<file path="src/rtl/shader_sequencer_if.sv">
// shader_sequencer_if: control/data bus between the sequencer (master) and one shader_core (slave)
//   write_enable/write_addr/write_data : register write port of the core
//   addr_a/addr_b/op/mask              : ALU operand selects, operation and lane mask
//   result                             : combinational ALU result returned by the core
interface shader_sequencer_if;
  logic        write_enable;
  logic [2:0]  write_addr;
  logic [31:0] write_data;
  logic [2:0]  addr_a;
  logic [2:0]  addr_b;
  logic [1:0]  op;
  logic [3:0]  mask;
  logic [31:0] result;
  modport master(output write_enable, write_addr, write_data, addr_a, addr_b, op, mask, input result);
  modport slave(input write_enable, write_addr, write_data, addr_a, addr_b, op, mask, output result);
endinterface

</file>
<file path="src/rtl/shader_sequencer.sv">
// shader_sequencer: program-RAM micro-sequencer that fetches, executes and writes back ALU/LDI ops on a shader_core
//   clk/rst                      : clock, synchronous active-high reset
//   prog_we/prog_addr/prog_data  : program RAM write port, taken only while idle
//   start                        : begin execution at pc 0 (idle only)
//   busy/done/err/pc/retired     : run status, done pulse, sticky error, program counter, retired count
//   core                         : master side of the shader_core bus
module shader_sequencer #(
  parameter int PROG_DEPTH = 16,
  parameter int PC_W       = 4,
  parameter int CNT_W      = 16
) (
  input  logic             clk,
  input  logic             rst,
  input  logic             prog_we,
  input  logic [PC_W-1:0]  prog_addr,
  input  logic [19:0]      prog_data,
  input  logic             start,
  output logic             busy,
  output logic             done,
  output logic             err,
  output logic [PC_W-1:0]  pc,
  output logic [CNT_W-1:0] retired,
  shader_sequencer_if.master core
);
  typedef enum logic [2:0] {IDLE, FETCH, EXEC, WB, DONE} state_t;
  localparam logic [1:0] C_ALU = 2'b00, C_LDI = 2'b01;
  localparam logic [PC_W-1:0] LAST = PC_W'(PROG_DEPTH - 1);
  state_t state, state_n;
  logic [19:0] prog_mem [PROG_DEPTH];
  logic [19:0] ir;
  logic [31:0] res_q;
  logic [1:0] cls;
  logic alu_exec, wb;
  assign cls = ir[19:18];
  assign alu_exec = state == EXEC && cls == C_ALU;
  // the reset-cycle gate keeps an in-flight write-back from reaching the core
  assign wb = state == WB && !rst;
  assign busy = state != IDLE;
  assign done = state == DONE;
  assign core.write_enable = wb;
  assign core.write_addr = wb ? ir[15:13] : 3'd0;
  assign core.write_data = wb ? res_q : 32'd0;
  assign core.addr_a = alu_exec ? ir[12:10] : 3'd0;
  assign core.addr_b = alu_exec ? ir[9:7] : 3'd0;
  assign core.op = alu_exec ? ir[17:16] : 2'd0;
  assign core.mask = alu_exec ? ir[6:3] : 4'd0;
  always_comb begin
    state_n = state;
    case (state)
      IDLE:    state_n = start ? FETCH : IDLE;
      FETCH:   state_n = EXEC;
      EXEC:    state_n = (cls == C_ALU || cls == C_LDI) ? WB : DONE;
      WB:      state_n = pc == LAST ? DONE : FETCH;
      DONE:    state_n = IDLE;
      default: state_n = IDLE;
    endcase
  end
  always_ff @(posedge clk)
    if (state == IDLE && prog_we) prog_mem[prog_addr] <= prog_data;
  always_ff @(posedge clk) begin
    if (rst) begin
      state <= IDLE;
      pc <= '0;
      retired <= '0;
      err <= 1'b0;
      ir <= '0;
      res_q <= '0;
    end else begin
      state <= state_n;
      case (state)
        IDLE: if (start) begin
          pc <= '0;
          retired <= '0;
          err <= 1'b0;
        end
        FETCH: ir <= prog_mem[pc];
        EXEC: begin
          res_q <= cls == C_LDI ? {4{ir[7:0]}} : core.result;
          if (cls == 2'b11) err <= 1'b1;
        end
        WB: begin
          retired <= &retired ? retired : retired + CNT_W'(1);
          if (pc == LAST) err <= 1'b1;
          else pc <= pc + PC_W'(1);
        end
        default: ;
      endcase
    end
  end
endmodule

</file>
<file path="src/flat_wrapper.sv">
// flat-port wrapper written by rule: the top's interface ports become plain ports
module shader_sequencer_flat 
#(
  parameter int PROG_DEPTH = 16,
  parameter int PC_W       = 4,
  parameter int CNT_W      = 16
)
  (clk, rst, prog_we, prog_addr, prog_data, start, busy, done, err, pc, retired, core_write_enable, core_write_addr, core_write_data, core_addr_a, core_addr_b, core_op, core_mask, core_result);
  shader_sequencer_if core_i ();
  input  logic clk;
  input  logic rst;
  input  logic prog_we;
  input  logic [PC_W-1:0] prog_addr;
  input  logic [19:0] prog_data;
  input  logic start;
  output logic busy;
  output logic done;
  output logic err;
  output logic [PC_W-1:0] pc;
  output logic [CNT_W-1:0] retired;
  output wire logic [$bits(core_i.write_enable)-1:0] core_write_enable;
  output wire logic [$bits(core_i.write_addr)-1:0] core_write_addr;
  output wire logic [$bits(core_i.write_data)-1:0] core_write_data;
  output wire logic [$bits(core_i.addr_a)-1:0] core_addr_a;
  output wire logic [$bits(core_i.addr_b)-1:0] core_addr_b;
  output wire logic [$bits(core_i.op)-1:0] core_op;
  output wire logic [$bits(core_i.mask)-1:0] core_mask;
  input wire logic [$bits(core_i.result)-1:0] core_result;
  assign core_write_enable = core_i.write_enable;
  assign core_write_addr = core_i.write_addr;
  assign core_write_data = core_i.write_data;
  assign core_addr_a = core_i.addr_a;
  assign core_addr_b = core_i.addr_b;
  assign core_op = core_i.op;
  assign core_mask = core_i.mask;
  assign core_i.result = core_result;
  shader_sequencer #(.PROG_DEPTH(PROG_DEPTH), .PC_W(PC_W), .CNT_W(CNT_W)) u_core (.clk(clk), .rst(rst), .prog_we(prog_we), .prog_addr(prog_addr), .prog_data(prog_data), .start(start), .busy(busy), .done(done), .err(err), .pc(pc), .retired(retired), .core(core_i));
endmodule
</file>
<file path="config.mk">
export PLATFORM = sky130hd
export DESIGN_NAME = shader_sequencer_flat
export DESIGN_NICKNAME = d
export VERILOG_FILES = /design/src/rtl/shader_sequencer_if.sv /design/src/rtl/shader_sequencer.sv /design/src/flat_wrapper.sv
export SDC_FILE = /design/constraint.sdc
export NUM_CORES = 1
export LEC_CHECK = 0
export ABC_AREA = 1
export CAP_MARGIN = 15
export CORE_ASPECT_RATIO = 1.4
export CORE_MARGIN = 4
export CORE_UTILIZATION = 35
export CTS_BUF_LIST = sky130_fd_sc_hd__clkbuf_8
export DETAILED_ROUTE_END_ITERATION = 10
export PLACE_DENSITY = 0.56
export SYNTH_ARGS = -nofsm -noshare
export SYNTH_HDL_FRONTEND = slang
export SYNTH_SLANG_ARGS = --single-unit
export TNS_END_PERCENT = 50
</file>
<file path="constraint.sdc">
create_clock -name clk -period 2.3 [get_ports clk]
set_input_delay 0.23 -clock clk [delete_from_list [all_inputs] [get_ports clk]]
set_output_delay 0.23 -clock clk [all_outputs]
set_load 0.02 [all_outputs]
</file>
Yosys cells after proc, flatten, opt, wreduce, memory -nomap -nowiden --
Memory sizes are Yosys's and may differ from the RTL's. A register that Yosys moved wholly into a read port is not among the register bits. Index checks and enable logic that the tools add are counted.
Word-level totals: memories 1, output and inout port bits 71, word-level logic and storage cells 57, memory bits (writable) 320, bits of input ports 60, register bits 56
Cells by class: reductions and logical operators 14, $add $sub $neg 2, multiplexer cells 23, equality and inequality tests 12
Memories:
- u_core.prog_mem | depth 16, width 20, rd ports 1, clocked after Yosys merged registers in 1, write ports 1, line shader_sequencer.sv:29 | logic [19:0] prog_mem [PROG_DEPTH];
Operators with widths (count):
- 32-bit 2-to-1 mux | 2
- 16-bit 2-to-1 mux | 2
- 16-bit case mux with 2 select lines | 1
- 16-bit by 1-bit adder with 16-bit output, second input constant | 1
- 16-bit AND reduction | 1
- 3-bit 2-to-1 mux | 5
- 4-bit 2-to-1 mux | 3
- 3-bit case mux with 4 select lines | 1
- 2-bit != test, second input constant | 5
- 4-bit case mux with 2 select lines | 1
- 3-bit by 2-bit equality test with 1-bit output, second input constant | 2
- 1-bit 2-to-1 mux | 6
- 3-bit AND reduction | 2
- 3-bit nonzero test | 2
- 4-bit by 1-bit adder with 4-bit output, second input constant | 1
- 4-bit equality test, second input constant | 1
- 4-bit AND reduction | 1
- 3-bit by 1-bit equality test with 1-bit output, second input constant | 1
- 3-bit equality test, second input constant | 1
- 1-bit logical AND | 3
- 3-bit zero test | 1
- 1-bit case mux with 3 select lines | 1
- 2-bit by 1-bit equality test with 1-bit output, second input constant | 1
- 2-bit equality test, second input constant | 1
- 5 further kinds | 5

Depth between registers and ports, before layout --
Gate-level depths: netlist (run 1).
depth in word-level cells 4, depth in mapped cells 11, depth with buffers taken out 10

Worst setup path after synthesis (run 1) --
Ideal clock, no wire load.
kind register -> register, start point reg u_core.state[2], end point mem u_core.prog_mem[0][0], enable pin, path slack 32 ps, buffers on the path 0, library setup time 397 ps, data required time 1903 ps, cell stages (with the launch flop) 6, arrival 1871 ps, period minus slack after synthesis 2268 ps, cells stage by stage dfxtp_1 > inv_1 > nand3_2 > nor2_1 > nand3_1 > nor2_1
On the way: cells in the longest elaborated chain, start to end 4
Ends and longest elaborated chain:
- start: declaration | line shader_sequencer.sv:28 | state_t state, state_n;
- start signal: assignment | line shader_sequencer.sv:69 | state <= state_n;
- 3-bit zero test | line shader_sequencer.sv:59 | if (state == IDLE && prog_we) prog_mem[prog_addr] <= prog_data;
- 1-bit logical AND | line shader_sequencer.sv:59
- 1-bit 2-to-1 mux | line shader_sequencer.sv:59
- 1-bit 2-to-1 mux (not written as such) | line shader_sequencer.sv:59
- end: declaration | line shader_sequencer.sv:29
No other way between the ends.

Worst setup path after layout (run 1) --
start point reg u_core.state[2], end point out core_write_enable
On the way: cells in the longest elaborated chain, start to end 2
Ends and longest elaborated chain:
- 3-bit by 2-bit equality test with 1-bit output | line shader_sequencer.sv:37 | assign wb = state == WB && !rst;
- 1-bit logical AND | line shader_sequencer.sv:37
- end: declaration | line flat_wrapper.sv:21 | output wire logic [$bits(core_i.write_enable)-1:0] core_write_enable;
No other way between the ends.

==> results.py, run 1 <==
metrics = {
    "critical_path": {
        "end_kind": "output pin",
        "crit_arrival_ns": 1.99,
        "cp_data_required_time_ns": 2.07,
        "path_cells": "inv_2, nand3_2, nor2_2, clkdlybuf4s50_1",
        "startpoint_type": "flip-flop",
        "slowest_delay_ns": 0.66,
        "cpMaxStageDelayCell": "clkdlybuf4s50_1",
        "crit_fanout": 6,
        "worst-setup-path-type": "flip-flop to output pin",
        "r2r-start": "u_core.pc[0]",
        "crit_start": "u_core.state[2]",
    },
    "pwr": {
        "cellPowerDensity_nw_per_um2": 779,
        "irDropWorstVdd_v": 0.000325,
        "power_leakage_nw": 8.51,
    },
    "cts": {
        "cts_tree": "done",
        "clk_pin_slew_ns": 0.06,
        "numCtsBuffers": 60,
        "clock-sinks": 396,
        "cts_buffer_depth": 3,
        "clock_latency_ns": 0.64,
        "cts-root-buf": "clkbuf_8",
        "htree_levels": 2,
    },
    "global_route": {
        "grt_pass1_wl_mm": 74.5,
        "grtUsageTotal": 0.182,
        "grt_overflow": 0,
        "antenna_found_initial": 2,
        "grt_pass1_vias": 12146,
        "grt_max_degree": 84,
    },
    "status": {
        "status": "finished, final reports clean",
    },
    "sta": {
        "slew-limit-headroom": 0.472,
        "layout_min_cycle_time_ns": 2.22,
        "tightest_slew_ns": 0.792,
        "hold_viol": 0,
        "fmax_mhz": 451,
        "setup_viol": 0,
        "finClkSkew_ns": 0.0193,
        "report.final.slew_viol_count": 0,
        "period_share": 0.964,
        "tns_ns": 0,
        "rsz0062_at_grt": "yes",
    },
    "floorplanning": {
        "chipHeight_um": 270,
        "rows": 95,
        "core_um2": 48100,
        "floorplan.die.width_um": 195,
        "start_util": 0.356,
        "io-pin-count": 131,
        "die-area_um2": 52600,
    },
    "layout": {
        "drive_above_1_share": 0.115,
        "syn_to_final_growth_pct": 21.7,
        "design_area_um2": 20800,
        "fin_nets": 2027,
    },
    "synthesis": {
        "synth_xor_area_frac": 0.000512,
        "synth.distinct_cells": 29,
        "syn_area_um2": 17100,
        "avgSynthCellArea_um2": 9.52,
        "synth_mux_area_frac": 0,
        "syn_nets": 1859,
        "ys_warn_count": 0,
        "synth-adder-area-share": 0.00146,
        "synth-seq-area-share": 0.650,
        "synthCells": 1797,
        "synth_compound_area_frac": 0.0355,
        "yosys.area_share.simple": 0.229,
        "ys_ff_latch": 396,
        "synth_top_family_by_area": "simple AND/OR/NAND/NOR gates",
    },
    "placed_design": {
        "place.gp.congestion": 0.861,
        "numPortBuffers": 130,
        "place_area_um2": 19600,
        "dp_hpwl_mm": 31.9,
    },
    "drt": {
        "via_per_inst": 4.81,
        "wirelength_mm": 49.5,
        "drt_first_pass_iters": 5,
        "first_iter_violations": 1072,
        "drc": 0,
        "vias": 12729,
        "postRouteAntennaNets": 0,
        "wl_per_cell_um": 18.7,
    },
    "worst_hold_path": {
        "hp-start": "core_result[8]",
        "hold_path.class": "input pin to flip-flop",
    },
    "job": {
        "maxCapViolCount": 0,
    },
}
-- power breakdown --
| group | switching (mW) | internal (mW) |
|---|---|---|
| combinational | 1.35 | 0.627 |
| sequential | 0.0654 | 7.95 |
| clock | 2.79 | 3.46 |
| total | 4.20 | 12.0 |
-- sequential cells by signal, summed over array words and instances (netlist names) --
name             flops
u_core.err           1
u_core.ir           20
u_core.pc            4
u_core.prog_mem    320
u_core.res_q        32
u_core.retired      16
u_core.state         3
-- Yosys cell counts --
| master | instances | share of area |
|---|---|---|
| inv_2 | 5 | 0.0011 |
| buf_4 | 7 | 0.0031 |
| o21ai_0 | 22 | 0.0064 |
| nand2_1 | 520 | 0.11 |
| o21bai_1 | 1 | 0.00044 |
| nand3_2 | 2 | 0.0012 |
| a21oi_1 | 39 | 0.011 |
| buf_1 | 9 | 0.0020 |
| buf_2 | 22 | 0.0064 |
| nand2_2 | 1 | 0.00037 |
| or2_2 | 3 | 0.0011 |
| clkinv_1 | 1 | 0.00022 |
| nand3_1 | 250 | 0.073 |
| buf_6 | 1 | 0.00066 |
| inv_1 | 269 | 0.059 |
| ha_1 | 2 | 0.0015 |
| dfxtp_1 | 76 | 0.089 |
| nor2_1 | 145 | 0.032 |
| nor3_1 | 3 | 0.00088 |
| o211ai_1 | 1 | 0.00044 |
| a221oi_1 | 32 | 0.016 |
| nand2_4 | 2 | 0.0013 |
| xnor2_1 | 1 | 0.00051 |
| clkbuf_1 | 50 | 0.011 |
| nand4_1 | 9 | 0.0033 |
| nand3b_1 | 1 | 0.00044 |
| edfxtp_1 | 320 | 0.56 |
| a31oi_1 | 1 | 0.00037 |
| nor2_4 | 2 | 0.0013 |
-- logic make-up (layout without fill, tap and decap cells) --
kind of cell,after synthesis,after routing
AND/OR/NAND/NOR,938,938
flip-flops,396,396
buffers and inverters,364,581
AO/OA/AOI/OAI,96,96
adder cells (fa/ha/maj),2,2
XOR/XNOR,1,1
other,0,2
-- cells in the final DEF, fill, tap and decap left out, types with 32 or more instances in the layout --
cell type and instances:
a21oi_1 39, a221oi_1 32, buf_4 41, clkbuf_8 70, clkdlybuf4s50_1 81, dfxtp_1 72, edfxtp_1 320, inv_1 274
nand2_1 520, nand3_1 250, nor2_1 127
-- final timing paths --
check,end,slack (ns),cells after the start
min reg2reg,u_core.res_q[28],0.47,2
max,core_write_enable,0.08,4
max reg2reg,u_core.ir[5],0.33,9
min,u_core.res_q[8],0.19,3
-- stage by stage --
step	power [mW]	hold slack [ns]	cells	setup WS, ns	util
global route	17.0	0.156	2645	-0.0137	0.433
floorplan	9.32	0.329	1797	0.0321	-
CTS	16.4	0.134	2644	0.000581	0.435
detailed placement	10.1	0.468	2532	0.220	0.408
finish	16.2	0.187	2646	0.0825	0.433
global placement	10.1	0.471	2532	0.272	0.408
-- layer usage --
metal  vias up  share of wire  global-route usage
met5         -        0.00026                   0
met4         2          0.032              0.0656
li1       6188              -                   -
met2       420           0.47               0.294
met1      6040           0.43               0.247
met3        79          0.064              0.0303
-- worst max-delay path: cells and delay by family, from the launching register on --
kind | cells | cell delay, ns
flops | 1 | 0.34
simple gates | 2 | 0.26
buf+inv | 2 | 0.78
-- layout make-up --
| type | count | area [um2] |
|---|---|---|
| Timing Repair Buffer | 195 | 1960 |
| Inverter | 275 | 1040 |
| Clock buffer | 70 | 963 |
| Fill cell | 4652 | 27300 |
| Antenna cell | 2 | 5.00 |
| Sequential cell | 396 | 11100 |
| Multi-Input combinational cell | 1037 | 4610 |
| Clock inverter | 41 | 339 |
| Tap cell | 630 | 788 |
-- repair_timing --
item                                    in CTS  in global routing
buffers inserted                             0                  0
hold buffers                                 1                  0
endpoints found under the setup margin      49                 44
endpoints found under the hold margin        1                  0
gates resized for setup                    100                 38
Power figures use the tool's default switching activity.
==> run 2, diff against run 1 <==
--- a/config.mk
+++ b/config.mk
@@ -9,10 +9,11 @@
 export CAP_MARGIN = 15
 export CORE_ASPECT_RATIO = 1.4
 export CORE_MARGIN = 4
-export CORE_UTILIZATION = 35
+export CORE_UTILIZATION = 30
 export CTS_BUF_LIST = sky130_fd_sc_hd__clkbuf_8
 export DETAILED_ROUTE_END_ITERATION = 10
-export PLACE_DENSITY = 0.56
+export PLACE_DENSITY = 0.51
+export SETUP_SLACK_MARGIN = 0.05
 export SYNTH_ARGS = -nofsm -noshare
 export SYNTH_HDL_FRONTEND = slang
 export SYNTH_SLANG_ARGS = --single-unit
==> run 2 against run 1 <==
  * Critical path depth is 2 lower
  * Clock skew up 0.011 ns
  * First-iteration DRC count decreased by 11%
  * Non-clock buffer count grew 6
  * Via count rose by 0.35%
  * Maximum frequency rose by 3.0%
  * Clock-buffer cell count shrank 5
  * Critical endpoint is now pc[2]
  * Highest routed layer is now met4
==> results.py, run 2 (same netlist as run 1, synthesis figures left out) <==
metrics = {
    "critical_path": {
        "worst-setup-path-type": "flip-flop to output pin",
        "crit_arrival_ns": 1.92,
        "end_kind": "output pin",
        "cp_data_required_time_ns": 2.07,
        "reg2reg_slack_ns": 0.39,
        "startpoint_type": "flip-flop",
        "crit_fanout": 23,
    },
    "pwr": {
        "clkPwrFrac": 0.353,
        "cellPowerDensity_nw_per_um2": 746,
        "seq_power_share": 0.518,
        "irDropWorstVdd_v": 0.000439,
        "power_leakage_nw": 8.54,
        "net-switching-power_mw": 4.18,
        "design_power_total_mw": 15.5,
        "comb_power_share": 0.128,
        "switching_share": 0.270,
        "cell_internal_pwr_mw": 11.3,
    },
    "floorplanning": {
        "start_util": 0.303,
        "floorplan.die.width_um": 210,
        "chipHeight_um": 291,
        "core_um2": 56400,
        "io-pin-count": 131,
        "rows": 103,
        "die-area_um2": 61000,
    },
    "sta": {
        "report.final.slew_viol_count": 0,
        "slew-limit-headroom": 0.478,
        "period_share": 0.936,
        "setup_viol": 0,
        "finClkSkew_ns": 0.0304,
        "layout_min_cycle_time_ns": 2.15,
        "tns_ns": 0,
        "hold_viol": 0,
        "fmax_mhz": 464,
        "tightest_slew_ns": 0.783,
        "rsz0062_at_grt": "yes",
    },
    "drt": {
        "postRouteAntennaNets": 0,
        "first_iter_violations": 958,
        "via_per_inst": 4.63,
        "wl_per_cell_um": 17.8,
        "drt_first_pass_iters": 6,
        "vias": 12773,
        "drc": 0,
        "wirelength_mm": 49.2,
    },
    "global_route": {
        "antenna_found_initial": 1,
        "grt_overflow": 0,
        "grt_max_degree": 77,
        "grt_pass1_wl_mm": 74.1,
        "grt_pass1_vias": 12475,
        "grtUsageTotal": 0.155,
    },
    "cts": {
        "numCtsBuffers": 60,
        "clk_pin_slew_ns": 0.06,
        "clock-sinks": 396,
        "cts_buffer_depth": 3,
        "cts-root-buf": "clkbuf_8",
        "cts_tree": "done",
        "clock_latency_ns": 0.64,
        "htree_levels": 2,
        "post_cts_buffers": 0,
    },
    "layout": {
        "final_cell_mix": "520 x nand2_1, 320 x edfxtp_1, 293 x inv_1, 249 x nand3_1, 127 x nor2_1",
        "top_register": "u_core.prog_mem",
        "drive_above_1_share": 0.115,
        "largest_register_ff_count": 320,
        "syn_to_final_growth_pct": 21.2,
        "top_regs": "u_core.prog_mem: 320 flops, u_core.res_q: 32 flops, u_core.ir: 20 flops",
        "final_common_cell": "nand2_1",
        "n_fill_cell": 5770,
        "fin_nets": 2033,
    },
    "placed_design": {
        "numPortBuffers": 130,
        "place.gp.congestion": 0.817,
        "dp_hpwl_mm": 32.3,
    },
    "status": {
        "status": "finished, final reports clean",
    },
    "worst_hold_path": {
        "hold_path.class": "input pin to flip-flop",
    },
    "job": {
        "maxCapViolCount": 0,
    },
}
## run 2: changes by cell type in the layout (fill, tap and decap cells not counted), sizes merged
cell,delta
inv,+18
dlymetal6s2s,+1
clkinvlp,+2
clkbuf,+8
diode,-1
bufinv,-5
dlygate4sd2,-3
clkinv,-9
buf,+13
clkdlybuf4s50,-1
clkdlybuf4s15,-17
## run 2: timing repair
item                                    in CTS  in global routing
endpoints found under the setup margin      51                 48
endpoints found under the hold margin        1                  0
gates resized for setup                    100                 70
hold buffers                                 1                  0
## run 2: critical path, cell delays in order, from the launching register on
cell and delay (ns):
dfxtp_1 0.41, buf_8 0.25, clkdlybuf4s50_1 0.64
## run 2: layer usage
metal  part of all wire  GRT usage
met4              0.026     0.0473
met1               0.41      0.196
met2               0.50      0.274
met3              0.056     0.0249
met5                  0          0
## run 2: final timing paths
check	start	end	depth (start not counted)
max	u_core.pc[2]	pc[2]	2
min	core_result[9]	u_core.res_q[9]	3
max reg2reg	u_core.pc[0]	u_core.ir[7]	9
min reg2reg	u_core.res_q[31]	u_core.res_q[31]	2
## run 2: layout make-up
class	count	area [um2]	share of cell area
antenna	1	2.50	0.000121
sequential	396	11100	0.537
timing repair buffer	201	1910	0.0919
tap	735	920	0.0443
clock buffer	65	895	0.0431
clock inverter	47	230	0.0111
inverter	275	1040	0.0501
multi-input combinational	1037	4620	0.223
## run 2: per-stage QoR
step | instance area, um2 | utilization | cells | setup WS [ns] | hold WS, ns
finish | 20700 | 0.368 | 2757 | 0.147 | 0.174
detailed placement | 19800 | 0.351 | 2643 | 0.189 | 0.471
floorplan | 17100 | - | 1797 | 0.0321 | 0.329
global route | 20700 | 0.368 | 2757 | 0.0108 | 0.146
global placement | 19800 | 0.351 | 2643 | 0.247 | 0.468
CTS | 20900 | 0.371 | 2756 | 0.0469 | 0.120
## run 2: power by group through the flow
| stage | Clock (mW) | Combinational, mW | Sequential [mW] |
|---|---|---|---|
| 6_report | 5.46 | 1.99 | 8.02 |
| 5_1_grt | 5.94 | 2.21 | 8.03 |
| 4_1_cts | 5.63 | 2.03 | 8.02 |
| 3_5_place_dp | 0 | 2.02 | 8.17 |
| 3_3_place_gp | 0 | 2.00 | 8.17 |
| 2_1_floorplan | 0 | 1.15 | 8.17 |
